<file path="config.mk">
export PLATFORM = sky130hd
export DESIGN_NAME = bpsk_signal_modulator_flat
export DESIGN_NICKNAME = d
export VERILOG_FILES = /design/src/rtl/bpsk_pkg.sv /design/src/rtl/bpsk_signal_modulator_if.sv /design/src/rtl/bpsk_bit_serializer.sv /design/src/rtl/wave_table_sine.sv /design/src/rtl/bpsk_signal_modulator.sv /design/src/flat_wrapper.sv
export SDC_FILE = /design/constraint.sdc
export NUM_CORES = 1
export LEC_CHECK = 0
export ABC_AREA = 1
export BUFFER_PORTS_ARGS = -buffer_cell sky130_fd_sc_hd__buf_2
export CAP_MARGIN = 15
export CORE_MARGIN = 5
export CORE_UTILIZATION = 67
export CTS_BUF_LIST = sky130_fd_sc_hd__clkbuf_4
export DETAILED_ROUTE_END_ITERATION = 8
export GPL_ROUTABILITY_DRIVEN = 0
export PLACE_DENSITY = 0.84
export SYNTH_ARGS = -nofsm -noshare
export SYNTH_HDL_FRONTEND = slang
export SYNTH_SLANG_ARGS = --single-unit
</file>
<file path="constraint.sdc">
create_clock -name clock -period 36.7 [get_ports clock]
set_clock_uncertainty 0.05 [all_clocks]
set_input_delay 5.505 -clock clock [delete_from_list [all_inputs] [get_ports clock]]
set_output_delay 5.505 -clock clock [all_outputs]
set_load 0.02 [all_outputs]
</file>
<file path="src/rtl/bpsk_pkg.sv">
// Shared BPSK definitions for the modulator, its serializer and the sine lookup.
// Contents:
//   DATA_WIDTH, WAVELENGTH, AMPLITUDE, PREAMBLE  default framing/waveform constants
//   phase_t       16-bit carrier phase counter type (same width as the receiver)
//   bpsk_state_e  transmitter state: ST_IDLE, ST_PREAMBLE, ST_DATA
package bpsk_pkg;
  localparam int DATA_WIDTH = 16;
  localparam int WAVELENGTH = 64;
  localparam int AMPLITUDE = 2 ** (DATA_WIDTH - 1) - 1;
  localparam logic [7:0] PREAMBLE = 8'b0101_0101;
  localparam int PHASE_WIDTH = 16;

  typedef logic [PHASE_WIDTH-1:0] phase_t;

  typedef enum logic [1:0] {
    ST_IDLE     = 2'd0,
    ST_PREAMBLE = 2'd1,
    ST_DATA     = 2'd2
  } bpsk_state_e;
endpackage

</file>
<file path="src/rtl/bpsk_signal_modulator_if.sv">
// Byte-input / waveform-output bundle of the BPSK modulator.
// Handshake: a byte moves on a rising clock edge where data_valid and
// data_ready are both 1. data_ready never depends on data_valid; data_in is
// only looked at in a cycle where the transfer happens.
// Signals:
//   data_in[7:0]   byte to send, LSB first        (master -> slave)
//   data_valid     data_in is valid               (master -> slave)
//   data_ready     modulator takes data_in now    (slave -> master)
//   signal         unsigned modulated sample      (slave -> master)
//   busy           frame in progress              (slave -> master)
//   bit_strobe     first sample of each bit       (slave -> master)
interface bpsk_signal_modulator_if #(
  parameter int DATA_WIDTH = bpsk_pkg::DATA_WIDTH
);
  logic [7:0]            data_in;
  logic                  data_valid;
  logic                  data_ready;
  logic [DATA_WIDTH-1:0] signal;
  logic                  busy;
  logic                  bit_strobe;

  modport master (
    output data_in, data_valid,
    input  data_ready, signal, busy, bit_strobe
  );

  modport slave (
    input  data_in, data_valid,
    output data_ready, signal, busy, bit_strobe
  );
endinterface

</file>
<file path="src/rtl/bpsk_bit_serializer.sv">
// 8-bit LSB-first serializer used for both the preamble and the data bytes.
// Ports:
//   clock, reset_n  clock and synchronous active-low reset
//   load            take load_value and restart at bit 0 (wins over shift)
//   shift           advance to the next bit
//   load_value      byte to serialize
//   bit_out         bit currently being transmitted
//   last            bit_out is bit 7 of the loaded byte
module bpsk_bit_serializer (
  input  logic       clock,
  input  logic       reset_n,
  input  logic       load,
  input  logic       shift,
  input  logic [7:0] load_value,
  output logic       bit_out,
  output logic       last
);
  logic [7:0] sr_q, sr_d;
  logic [2:0] cnt_q, cnt_d;

  always_comb begin
    sr_d = sr_q;
    cnt_d = cnt_q;
    if (load) begin
      sr_d = load_value;
      cnt_d = 3'd0;
    end else if (shift) begin
      sr_d = {1'b0, sr_q[7:1]};
      cnt_d = cnt_q + 3'd1;
    end
  end

  always_ff @(posedge clock) begin
    if (!reset_n) begin
      sr_q <= '0;
      cnt_q <= '0;
    end else begin
      sr_q <= sr_d;
      cnt_q <= cnt_d;
    end
  end

  assign bit_out = sr_q[0];
  assign last = (cnt_q == 3'd7);
endmodule

</file>
<file path="src/rtl/wave_table_sine.sv">
// Shared sine lookup: signed carrier sample for a phase in 0..WAVELENGTH-1.
// Each half period is a parabola 4*x*(H-x)/H^2 scaled to the full positive
// range, so the peak (at WAVELENGTH/4) is exactly 2**(DATA_WIDTH-1)-1 and the
// second half is the negated first half.
// Ports:
//   phase      in   carrier phase, 0..WAVELENGTH-1
//   amplitude  out  signed DATA_WIDTH sample
module wave_table_sine #(
  parameter int DATA_WIDTH = 16,
  parameter int WAVELENGTH = 64
) (
  input  bpsk_pkg::phase_t              phase,
  output logic signed [DATA_WIDTH-1:0]  amplitude
);
  localparam int HALF = WAVELENGTH / 2;
  localparam logic [47:0] PEAK = 48'(2 ** (DATA_WIDTH - 1) - 1);
  localparam logic [47:0] HALF_SQ = 48'(HALF * HALF);

  logic                         neg;
  logic [15:0]                  x;
  logic [47:0]                  num;
  logic [47:0]                  mag;
  logic signed [DATA_WIDTH-1:0] mag_s;

  always_comb begin
    neg = (phase >= 16'(HALF));
    x = neg ? (phase - 16'(HALF)) : phase;
    num = 48'(4) * 48'(x) * (48'(HALF) - 48'(x)) * PEAK;
    mag = num / HALF_SQ;
    mag_s = DATA_WIDTH'(mag);
    amplitude = neg ? -mag_s : mag_s;
  end
endmodule

</file>
<file path="src/rtl/bpsk_signal_modulator.sv">
// BPSK transmitter: accepts bytes, sends PREAMBLE then the bytes LSB-first,
// one carrier period (WAVELENGTH samples) per bit, on an unsigned output
// offset by AMPLITUDE. Bit 0 -> AMPLITUDE + sine, bit 1 -> AMPLITUDE - sine.
// A byte offered in the final sample of the last data bit chains onto the
// frame with no gap and no new preamble.
// Optional build macro BPSK_IDLE_CARRIER_EN: when defined, IDLE outputs a
// free-running bit-0 carrier; otherwise IDLE holds AMPLITUDE with phase 0.
// Ports:
//   clock, reset_n  clock and synchronous active-low reset
//   bus             slave side of bpsk_signal_modulator_if
//   state_dbg       current FSM state
module bpsk_signal_modulator
  import bpsk_pkg::*;
#(
  parameter int DATA_WIDTH = bpsk_pkg::DATA_WIDTH,
  parameter int WAVELENGTH = bpsk_pkg::WAVELENGTH,
  parameter int AMPLITUDE = 2 ** (DATA_WIDTH - 1) - 1,
  parameter logic [7:0] PREAMBLE = bpsk_pkg::PREAMBLE
) (
  input  logic                    clock,
  input  logic                    reset_n,
  bpsk_signal_modulator_if.slave  bus,
  output bpsk_state_e             state_dbg
);
  localparam phase_t LAST_PHASE = phase_t'(WAVELENGTH - 1);
  localparam logic signed [DATA_WIDTH:0] AMP_S = (DATA_WIDTH + 1)'(AMPLITUDE);
  localparam logic [DATA_WIDTH-1:0] IDLE_LEVEL = DATA_WIDTH'(AMPLITUDE);

  bpsk_state_e           state_q, state_d;
  phase_t                phase_q, phase_d;
  logic [7:0]            byte_q, byte_d;
  logic [DATA_WIDTH-1:0] signal_q, signal_d;
  logic                  ready_en_q, ready_en_d;

  logic                         ser_load, ser_shift, ser_bit, ser_last;
  logic [7:0]                   ser_value;
  logic signed [DATA_WIDTH-1:0] amp;
  logic signed [DATA_WIDTH:0]   amp_x;
  logic signed [DATA_WIDTH:0]   sum;
  logic                         bit_end, data_ready, transfer;

  wave_table_sine #(
    .DATA_WIDTH(DATA_WIDTH),
    .WAVELENGTH(WAVELENGTH)
  ) u_table (
    .phase    (phase_q),
    .amplitude(amp)
  );

  bpsk_bit_serializer u_ser (
    .clock     (clock),
    .reset_n   (reset_n),
    .load      (ser_load),
    .shift     (ser_shift),
    .load_value(ser_value),
    .bit_out   (ser_bit),
    .last      (ser_last)
  );

  assign amp_x = {amp[DATA_WIDTH-1], amp};
  assign bit_end = (phase_q == LAST_PHASE);

  // ready_en_q keeps data_ready low for the first cycle after reset release.
  always_comb begin
    data_ready = 1'b0;
    case (state_q)
      ST_IDLE: data_ready = ready_en_q;
      ST_DATA: data_ready = bit_end && ser_last;
      default: data_ready = 1'b0;
    endcase
  end

  assign transfer = bus.data_valid && data_ready;

  always_comb begin
    state_d = state_q;
    phase_d = phase_q;
    byte_d = byte_q;
    ready_en_d = 1'b1;
    ser_load = 1'b0;
    ser_shift = 1'b0;
    ser_value = byte_q;
    sum = AMP_S;
    signal_d = IDLE_LEVEL;
    case (state_q)
      ST_IDLE: begin
`ifdef BPSK_IDLE_CARRIER_EN
        sum = AMP_S + amp_x;
        signal_d = DATA_WIDTH'(sum);
        phase_d = bit_end ? '0 : phase_q + phase_t'(1);
`else
        phase_d = '0;
`endif
        if (transfer) begin
          state_d = ST_PREAMBLE;
          phase_d = '0;
          byte_d = bus.data_in;
          ser_load = 1'b1;
          ser_value = PREAMBLE;
        end
      end
      ST_PREAMBLE, ST_DATA: begin
        sum = ser_bit ? (AMP_S - amp_x) : (AMP_S + amp_x);
        signal_d = DATA_WIDTH'(sum);
        phase_d = bit_end ? '0 : phase_q + phase_t'(1);
        if (bit_end) begin
          if (!ser_last) begin
            ser_shift = 1'b1;
          end else if (state_q == ST_PREAMBLE) begin
            state_d = ST_DATA;
            ser_load = 1'b1;
            ser_value = byte_q;
          end else if (transfer) begin
            // Chained byte goes straight into the serializer.
            ser_load = 1'b1;
            ser_value = bus.data_in;
          end else begin
            state_d = ST_IDLE;
          end
        end
      end
      default: state_d = ST_IDLE;
    endcase
  end

  always_ff @(posedge clock) begin
    if (!reset_n) begin
      state_q <= ST_IDLE;
      phase_q <= '0;
      byte_q <= '0;
      signal_q <= IDLE_LEVEL;
      ready_en_q <= 1'b0;
    end else begin
      state_q <= state_d;
      phase_q <= phase_d;
      byte_q <= byte_d;
      signal_q <= signal_d;
      ready_en_q <= ready_en_d;
    end
  end

  assign bus.data_ready = data_ready;
  assign bus.signal = signal_q;
  assign bus.busy = (state_q != ST_IDLE);
  assign bus.bit_strobe = (state_q != ST_IDLE) && (phase_q == '0);
  assign state_dbg = state_q;
endmodule

</file>
<file path="src/flat_wrapper.sv">
// flat-port wrapper written by rule: the top's interface ports become plain ports
module bpsk_signal_modulator_flat import bpsk_pkg::*;
#(
  parameter int DATA_WIDTH = bpsk_pkg::DATA_WIDTH,
  parameter int WAVELENGTH = bpsk_pkg::WAVELENGTH,
  parameter int AMPLITUDE = 2 ** (DATA_WIDTH - 1) - 1,
  parameter logic [7:0] PREAMBLE = bpsk_pkg::PREAMBLE
)
  (clock, reset_n, state_dbg, bus_data_in, bus_data_valid, bus_data_ready, bus_signal, bus_busy, bus_bit_strobe);
  bpsk_signal_modulator_if #(.DATA_WIDTH(DATA_WIDTH)) bus_i ();
  input  logic clock;
  input  logic reset_n;
  output bpsk_state_e state_dbg;
  input wire logic [$bits(bus_i.data_in)-1:0] bus_data_in;
  input wire logic [$bits(bus_i.data_valid)-1:0] bus_data_valid;
  output wire logic [$bits(bus_i.data_ready)-1:0] bus_data_ready;
  output wire logic [$bits(bus_i.signal)-1:0] bus_signal;
  output wire logic [$bits(bus_i.busy)-1:0] bus_busy;
  output wire logic [$bits(bus_i.bit_strobe)-1:0] bus_bit_strobe;
  assign bus_i.data_in = bus_data_in;
  assign bus_i.data_valid = bus_data_valid;
  assign bus_data_ready = bus_i.data_ready;
  assign bus_signal = bus_i.signal;
  assign bus_busy = bus_i.busy;
  assign bus_bit_strobe = bus_i.bit_strobe;
  bpsk_signal_modulator #(.DATA_WIDTH(DATA_WIDTH), .WAVELENGTH(WAVELENGTH), .AMPLITUDE(AMPLITUDE), .PREAMBLE(PREAMBLE)) u_core (.clock(clock), .reset_n(reset_n), .bus(bus_i), .state_dbg(state_dbg));
endmodule
</file>
======== Word level (Yosys, flattened, before mapping) ========
Cells that the tools add are included.
cells by class
  add/subtract/negate cells ............... 7
  multiply operators ...................... 2
  $lt $le $gt $ge ......................... 1
  eq/ne operators ......................... 8
  multiplexer cells ....................... 29
  bitwise logic cells ..................... 1
  reductions and logical operators ........ 12
operator list
  kind                                                                number
  2-to-1 mux 16 bit                                                   4
  2-to-1 mux 8 bit                                                    7
  multiplier 16 x 48 -> 46 bit                                        1
  multiplier 46 x 15 -> 24 bit, second input constant                 1
  one-hot mux 16 bit (2 select lines)                                 1
  subtractor 6 x 16 -> 17 bit, first input constant                   1
  adder 16 x 1 -> 16 bit, second input constant                       1
  adder 16 bit, first input constant                                  1
  equality test 16 x 6 -> 1 bit, second input constant                1
  greater-or-equal comparator 16 x 6 -> 1 bit, second input constant  1
  logical NOT 16 bit                                                  1
  negator 16 bit                                                      1
  one-hot mux 8 bit (2 select lines)                                  1
  subtractor 16 bit, first input constant                             1
  subtractor 16 x 6 -> 16 bit, second input constant                  1
  2-to-1 mux 2 bit                                                    5
  2-to-1 mux 1 bit                                                    8
  inequality test 2 x 1 -> 1 bit, second input constant               3
  nonzero test 2 bit                                                  3
  one-hot mux 1 bit (2 select lines)                                  2
  one-hot mux 2 bit (2 select lines)                                  1
  AND reduction 4 bit                                                 1
  OR reduction 2 bit                                                  2
  adder 3 x 1 -> 3 bit, second input constant                         1
  other kinds (8)                                                     10
storage, ports and cells
  flip-flop bits (word level) ............. 54
  input bits .............................. 11
  output and inout port bits .............. 21
  word-level logic and storage cells ...... 67

======== Longest topological paths before layout ========
Gate-level depths: netlist (run 1).
  word-level depth ........................ 10
  gate-level depth with buffers ........... 72
  mapped depth without buffers ............ 69

======== Cells and area by module ========
From an unflattened synthesis (run 1), not the netlist that was laid out.
second synthesis, totals
  cells, all modules ...................... 2083
  area, all modules ....................... 15952.8 sq um
by module, submodules not included
  module                 times used  cells each  area an instance (sq um)  seq. area each (sq um)
  wave_table_sine        1           1659        13021.2                   0.0
  bpsk_signal_modulator  1           348         2399.8                    860.8
  bpsk_bit_serializer    1           76          531.8                     220.2

======== Worst setup path before layout (run 1) ========
OpenSTA, ideal clock, no wires.
  path type ............................... reg-to-reg
  start ................................... register u_core.phase_q[0]
  end ..................................... register u_core.signal_q[15] (netlist: u_core.bus.signal[15])
  setup time .............................. 0.124 ns
  arrival time ............................ 12.442 ns
  required time ........................... 36.526 ns
  setup slack ............................. 24.084 ns
  stages on the path, launching flop included .. 66
  buffers on the path ..................... 3
  period minus slack after synthesis ...... 12.616 ns
  cells stage by stage .................... dfxtp_1 -> buf_2 -> inv_1 -> buf_1 -> ha_1 -> nand2_1 -> nor2_1 -> nand2_1 -> nand3_2 -> nand2_1 -> inv_1 -> ha_1 -> clkbuf_1 -> nor2_1 -> fa_1 -> inv_1 -> fa_1 -> fa_1 -> (+30 left out) -> a21oi_1 -> nand3b_1 -> nand2_1 -> inv_1 -> nor2_1 -> nand3_1 -> nand2_1 -> nand2_1 -> nand2_1 -> nand3_1 -> nor2_4 -> nand2_2 -> nand2_1 -> nand2_1 -> nand2_2 -> inv_2 -> nand3_2 -> a21oi_2
on the way
  cells in the longest elaborated chain, start to end .. 9
  elaborated cells between the ends (all ways) .. 11
  classes of those cells .................. 5 x add/sub; 2 x mul; 1 x order compare; 3 x mux
RTL lines
  element                                                                                            RTL line                                      text
  start: declaration                                                                                 bpsk_signal_modulator.sv:30                   phase_t phase_q, phase_d;
  start signal: assignment                                                                           bpsk_signal_modulator.sv:135                  phase_q <= phase_d;
  subtractor 16 x 6 -> 16 bit / greater-or-equal comparator 16 x 6 -> 1 bit (equally long branches)  wave_table_sine.sv:27, wave_table_sine.sv:26
  2-to-1 mux 16 bit                                                                                  wave_table_sine.sv:27                         x = neg ? (phase - 16'(HALF)) : phase;
  subtractor 6 x 16 -> 17 bit                                                                        wave_table_sine.sv:28                         num = 48'(4) * 48'(x) * (48'(HALF) - 48'(x)) * PEAK;
  multiplier 16 x 48 -> 46 bit                                                                       wave_table_sine.sv:28
  multiplier 46 x 15 -> 24 bit                                                                       wave_table_sine.sv:28
  negator 16 bit                                                                                     wave_table_sine.sv:31                         amplitude = neg ? -mag_s : mag_s;
  2-to-1 mux 16 bit *                                                                                wave_table_sine.sv:31
  adder 16 bit / subtractor 16 bit (equally long branches)                                           bpsk_signal_modulator.sv:103                  sum = ser_bit ? (AMP_S - amp_x) : (AMP_S + amp_x);
  2-to-1 mux 16 bit *                                                                                bpsk_signal_modulator.sv:103
  end signal: assignment                                                                             bpsk_signal_modulator.sv:137                  signal_q <= signal_d;
  end: declaration                                                                                   bpsk_signal_modulator.sv:32                   logic [DATA_WIDTH-1:0] signal_q, signal_d;
Mark *: on every way between the ends. The rest lies on a longest branch, timed or not.
A chain may end at the register's enable or synchronous reset.

======== Worst setup path in the final report (run 1) ========
  start ................................... register u_core.phase_q[1]
  end ..................................... register u_core.signal_q[15] (netlist: u_core.bus.signal[15])
Same word-level chain as after synthesis.

==> flow_metrics.py, run 1 <==
metrics = {
    "synthesis": {
        "synth_cell_types": 52,
        "synthCells": 2189,
        "avgSynthCellArea_um2": 7.47,
        "synth_nets": 2632,
        "synth_edf_count": 0,
        "netlist_area_mm2": 0.0164,
        "yosys-top-cells-area": "fa_1, inv_1, nand2_1",
        "synth_ff_type": "dfxtp_1",
        "ys_seq_elements": 54,
        "yosysSeqAreaShare_pct": 6.61,
        "synth_top_area_share_pct": 37.7,
        "synth_top_area_cell": "fa_1",
        "synthArstFlopShare_pct": 0,
        "synth_warnings": 0,
    },
    "floorplanning": {
        "dieArea_mm2": 0.0276,
        "die_h_um": 166,
        "rows": 57,
        "start_util_pct": 67.7,
        "die_w_um": 166,
        "ios": 32,
        "core_mm2": 0.0242,
    },
    "finish": {
        "drive_gt1_share_pct": 5.07,
        "area_growth_pct": 2.69,
        "fin_util_pct": 69.5,
        "fin_nets": 2632,
    },
    "setup_path": {
        "rr_startpoint": "u_core.phase_q[1]",
        "rrSetupSlack_ns": 22.22,
        "cp_max_fo": 17,
        "critPathLaunchType": "flip-flop",
        "slowest_stage": "dfxtp_1",
        "reg2reg_depth": 62,
        "cp_data_arrival_time_ns": 14.69,
        "required_ns": 36.91,
        "critPathCaptureType": "flip-flop",
        "critPathLaunch": "u_core.phase_q[1]",
        "worstReg2RegEnd": "u_core.bus.signal[15]",
        "path_class": "flip-flop to flip-flop",
        "crit_path_max_incr_delay_ns": 0.85,
    },
    "clock_tree": {
        "cts_tree": "built",
        "cts_buffer_depth": 2,
        "numCtsBuffers": 5,
        "cts-resized-gates": 0,
        "ctsHoldBuffers": 0,
        "clkSlewWorstSetupHoldPaths_ns": 0.17,
        "cts_root_buffer": "clkbuf_4",
        "insertion_delay_ns": 0.38,
        "cts_post_setup_buffers_inserted": 0,
        "htree_levels": 2,
        "clock_sinks": 54,
    },
    "timing": {
        "max_freq_mhz": 69.1,
        "worst_slew_pin_slew_ns": 1.02,
        "final_hold_viol_count": 0,
        "hold_slack_ns": 0.419,
        "finalSetupViolCount": 0,
        "fin_crit_sh_pct": 39.5,
        "maxSlewHeadroom_pct": 31.6,
        "min_period_ns": 14.48,
        "finalMaxSlewViolations": 0,
        "tns_ns": 0,
        "rsz0062_at_grt": "false",
    },
    "grt": {
        "grt_first_pass_wirelength_um": 68800,
        "grt_start_max_net_pins": 43,
        "grt_overflow": 0,
        "grt.total_usage_pct": 30.1,
        "grt_pass1_vias": 14500,
        "antenna_found_initial": 1,
    },
    "drt": {
        "dr.pass1.iters": 6,
        "wl_per_cell_um": 16.4,
        "vias": 13900,
        "postRouteAntennaNets": 0,
        "wirelength_um": 41300,
        "drc_errors": 0,
        "drtIter0Drc": 1094,
        "drt-vias-per-instance": 5.52,
    },
    "worst_hold_path": {
        "worstHoldPathType": "flip-flop to flip-flop",
        "min_from": "u_core.byte_q[4]",
        "hold_depth": 2,
        "hold_end": "u_core.byte_q[4]",
    },
    "run": {
        "max_cap_viol_count": 0,
    },
    "place": {
        "numPortBuffers": 31,
        "dp_hpwl_um": 35800,
    },
    "status": {
        "status": "completed",
    },
}
-- cell usage after synthesis, types with 3 or more instances --
cell type and count:
inv_2 11, buf_2 4, clkbuf_1 28, nor3_1 13, clkinv_1 6, nand4_1 28
ha_1 124, a21oi_1 67, nand2_2 16, a21o_1 3, nand2_1 419, nand2_4 4
o21ai_0 47, nor2_2 4, o21ai_1 8, inv_1 587, nand3_1 93, nor2_1 225
a31oi_1 6, nor2_4 8, fa_1 308, nand3b_1 9, dfxtp_1 54, o21bai_1 4
a211oi_1 5, xnor2_1 16, xor2_1 37, nand3_4 4, buf_4 3, nand3_2 12
and2_1 4, buf_1 4
-- final cells by class --
class | count | area [µm²]
diodes | 1 | 2.50
clock buffers | 5 | 37.5
clock inverters | 2 | 13.8
fillers | 1982 | 7380
inverters | 605 | 2270
multi-input cells | 1488 | 12800
flip-flops and latches | 54 | 1080
well taps | 324 | 405
repair buffers | 35 | 185
-- worst max path at each step --
stage | end | depth (start not counted) | slack, ns
2_1_floorplan | u_core.bus.signal[15] | 65 | 24.08
6_report | u_core.bus.signal[15] | 62 | 22.22
4_1_cts | u_core.bus.signal[15] | 62 | 22.40
3_5_place_dp | u_core.bus.signal[15] | 62 | 22.47
5_1_grt | u_core.bus.signal[15] | 64 | 21.35
3_3_place_gp | u_core.bus.signal[15] | 62 | 22.89
-- placed cells by master (no fill, tap or decap), types with 5 or more instances in the layout --
master    Yosys  final
nand4_1      28     28
buf_2         4     31
a211oi_1      5      5
a31oi_1       6      6
nor2_4        8      8
nand3_2      12     12
o21ai_0      47     47
nand2_2      16     16
inv_1       587    587
clkbuf_4      0      5
o21ai_1       8      8
ha_1        124    124
xnor2_1      16     16
a21oi_1      67     67
dfxtp_1      54     54
clkinv_1      6      6
nand3_1      93     93
xor2_1       37     37
nor3_1       13     13
nor2_1      225    225
inv_2        11     11
nand2_1     419    419
fa_1        308    308
nand3b_1      9      9
-- flip-flops by register name, indices dropped and copies added, names as in the netlist --
name and flops:
u_core.ready_en_q 1, u_core.phase_q 16, u_core.u_ser.cnt_q 3, u_core.state_dbg 2, u_core.bus.signal 16, u_core.byte_q 8
u_core.u_ser.sr_q 8
-- routing by layer --
| metal | routed length (µm) | share of wire (%) | track usage [%] | vias up |
|---|---|---|---|---|
| met5 | 0 | 0 | 0 | - |
| met4 | 1920 | 4.7 | 11.9 | 0 |
| met3 | 2910 | 7.1 | 4.07 | 157 |
| met2 | 20600 | 50 | 53.4 | 610 |
| met1 | 15800 | 38 | 37.5 | 6658 |
| li1 | - | - | - | 6460 |
-- critical path: cells and delay by family, from the launching register on --
kind	cells	cell delay (ns)
AO/OA/AOI/OAI	7	1.09
XOR/XNOR	1	0.30
adder cells (fa/ha/maj)	16	7.62
buffers and inverters	15	1.84
flip-flops	1	0.85
AND/OR/NAND/NOR	23	2.60
-- metrics by stage --
step                      worst slack, ns  instance area [µm²]  instances
after floorplan                     24.08                16400       2189
after global placement              22.89                16700       2505
after detailed placement            22.47                16700       2505
after CTS                           22.40                16800       2512
after global routing                21.35                16800       2514
final                               22.22                16800       2514
-- kinds of logic after synthesis --
kind of cell,count (synthesis),synth area share (%)
buf+inv,647,15.1
fa+ha+maj,432,47.2
simple gates,849,23.0
xor+xnor,53,2.84
flops,54,6.61
compound gates,154,5.19
Power of run 1 is not shown: default switching activity piles up to over one toggle a cycle in this logic, so the estimate is an artifact.
==> inputs of run 2 (changes only) <==
--- a/config.mk
+++ b/config.mk
@@ -9,11 +9,11 @@
 export BUFFER_PORTS_ARGS = -buffer_cell sky130_fd_sc_hd__buf_2
 export CAP_MARGIN = 15
 export CORE_MARGIN = 5
-export CORE_UTILIZATION = 67
+export CORE_UTILIZATION = 61
 export CTS_BUF_LIST = sky130_fd_sc_hd__clkbuf_4
 export DETAILED_ROUTE_END_ITERATION = 8
 export GPL_ROUTABILITY_DRIVEN = 0
-export PLACE_DENSITY = 0.84
+export PLACE_DENSITY = 0.81
 export SYNTH_ARGS = -nofsm -noshare
 export SYNTH_HDL_FRONTEND = slang
 export SYNTH_SLANG_ARGS = --single-unit
==> constraint.sdc (replaced) <==
create_clock -name clock -period 13.2 [get_ports clock]
set_clock_uncertainty 0.05 [all_clocks]
set_input_delay 1.98 -clock clock [delete_from_list [all_inputs] [get_ports clock]]
set_output_delay 1.98 -clock clock [all_outputs]
set_load 0.02 [all_outputs]
==> run 2 against run 1 <==
Die area is 9.2% higher. Maximum frequency is 15% higher. Non-clock buffer count is 41 higher. Wire length is 1.4% higher. Sequential share of layout area is 0.12 points lower. Setup slack worse by 22 ns. Register-to-register slack worse by 22 ns. Via count is 1.5% higher. Hold slack better by 0.0015 ns. Clock-buffer cell count stayed put. Sequential cell count stayed put. First-iteration DRC count is 15% higher. Critical endpoint unchanged. Highest routed layer unchanged.
==> flow_metrics.py, run 2 (synthesis results as in run 1) <==
metrics = {
    "status": {
        "status": "completed",
    },
    "grt": {
        "grt_overflow": 0,
        "grt.total_usage_pct": 28.1,
        "antenna_found_initial": 0,
        "grt_pass1_vias": 14800,
        "grt_first_pass_wirelength_um": 70200,
        "grt_start_max_net_pins": 28,
    },
    "drt": {
        "wl_met1_um": 16400,
        "met3_length_um": 2810,
        "vias": 14100,
        "drt-vias-per-instance": 5.48,
        "drtIter0Drc": 1263,
        "wl_per_cell_um": 16.3,
        "dr.pass1.iters": 6,
        "top_layer": "met4",
        "postRouteAntennaNets": 0,
        "drc_errors": 0,
        "wl_met2_um": 20400,
        "wirelength_um": 41800,
    },
    "floorplanning": {
        "start_util_pct": 61.4,
        "rows": 60,
        "core_mm2": 0.0267,
        "ios": 32,
        "die_w_um": 174,
        "dieArea_mm2": 0.0302,
        "die_h_um": 174,
    },
    "timing": {
        "finalMaxSlewViolations": 0,
        "hold_slack_ns": 0.421,
        "final_hold_viol_count": 0,
        "maxSlewHeadroom_pct": 21.7,
        "tns_ns": 0,
        "worst_slew_pin_slew_ns": 1.17,
        "min_period_ns": 12.58,
        "finalSetupViolCount": 0,
        "fin_crit_sh_pct": 95.3,
        "max_freq_mhz": 79.5,
    },
    "finish": {
        "diodes": 0,
        "final_cell_mix": "inv_1, nand2_1, fa_1, nor2_1, ha_1",
        "mostFrequentLayoutCell": "inv_1",
        "fillers": 2172,
        "fin_area_mm2": 0.0175,
        "drive_gt1_share_pct": 9.68,
        "fin_nets": 2674,
        "area_growth_pct": 6.95,
    },
    "worst_hold_path": {
        "min_from": "u_core.byte_q[0]",
        "worstHoldPathType": "flip-flop to flip-flop",
    },
    "setup_path": {
        "critPathMostFrequentCell": "fa_1",
        "cp_max_fo": 8,
        "critPathCaptureType": "flip-flop",
        "critPathLaunch": "u_core.phase_q[8]",
        "crit_path_max_incr_delay_ns": 0.57,
        "critPathCapture": "u_core.bus.signal[15]",
        "reg2reg_depth": 63,
        "slowest_stage": "fa_1",
        "path_class": "flip-flop to flip-flop",
        "rr_startpoint": "u_core.phase_q[8]",
        "cp_data_arrival_time_ns": 12.80,
        "rrSetupSlack_ns": 0.62,
        "required_ns": 13.42,
        "worstReg2RegEnd": "u_core.bus.signal[15]",
        "critPathLaunchType": "flip-flop",
    },
    "clock_tree": {
        "insertion_delay_ns": 0.40,
        "numCtsBuffers": 5,
        "cts_tree": "built",
        "clkSlewWorstSetupHoldPaths_ns": 0.17,
        "cts_buffer_depth": 2,
        "clock_sinks": 54,
        "cts_root_buffer": "clkbuf_4",
        "htree_levels": 2,
    },
    "place": {
        "dpl_cell_area_mm2": 0.0170,
        "numPortBuffers": 31,
        "dp_hpwl_um": 35600,
    },
    "run": {
        "max_cap_viol_count": 0,
    },
}
[run 2: cell types whose count changed in the layout (fill, tap and decap cells not counted), moves of 9 or more]
cell	change
buf_4	+41
dfxtp_1	-9
ha_1	-11
nor2_1	-9
xor2_1	-9
xor2_2	+9
[run 2: repair_timing]
| item | CTS | global route |
|---|---|---|
| hold buffers | 0 | 0 |
| resized for setup | 0 | 86 |
| hold endpoints to repair | 0 | 0 |
| endpoints found under the setup margin | 0 | 10 |
| buffers inserted | 0 | 11 |
[run 2: per-stage QoR]
stage	worst slack (ns)	utilization, %	cells
2_1_floorplan	0.584	-	2189
3_3_place_gp	0.417	63.8	2553
3_5_place_dp	0.158	63.8	2553
4_1_cts	0.101	64.0	2561
5_1_grt	-0.0615	65.6	2573
6_report	0.620	65.6	2573
[run 2: how the worst min path moves through the flow]
stage                        to  slack, ns  cells past startpoint
3_5_place_dp   u_core.byte_q[0]       0.40                      2
4_1_cts        u_core.byte_q[0]       0.42                      2
2_1_floorplan  u_core.byte_q[0]       0.37                      2
6_report       u_core.byte_q[0]       0.42                      2
5_1_grt        u_core.byte_q[0]       0.45                      2
3_3_place_gp   u_core.byte_q[0]       0.38                      2
[run 2: routing by layer]
layer  global-route usage [%]  vias to the layer above
met5                        0                        -
met4                     11.5                        0
met3                     4.47                      180
met2                     48.6                      589
met1                     35.2                     6799
li1                         -                     6527
[run 2: layout make-up]
type / count / area [µm²] / area share, %
Inverter: 605 / 2280 / 13.0
Sequential cell: 54 / 1100 / 6.32
Timing Repair Buffer: 76 / 493 / 2.82
Tap cell: 341 / 427 / 2.44
Clock inverter: 3 / 26.3 / 0.150
Multi-Input combinational cell: 1489 / 13100 / 75.0
Clock buffer: 5 / 37.5 / 0.215
[run 2: critical path, delay by kind of cell, from the launching register on]
kind,cells,cell delay (ns)
fa+ha+maj,15,7.03
simple gates,28,3.05
buf+inv,13,0.86
compound gates,6,0.83
flops,1,0.41
xor+xnor,1,0.22
Power of run 2 is left out for the same reason.
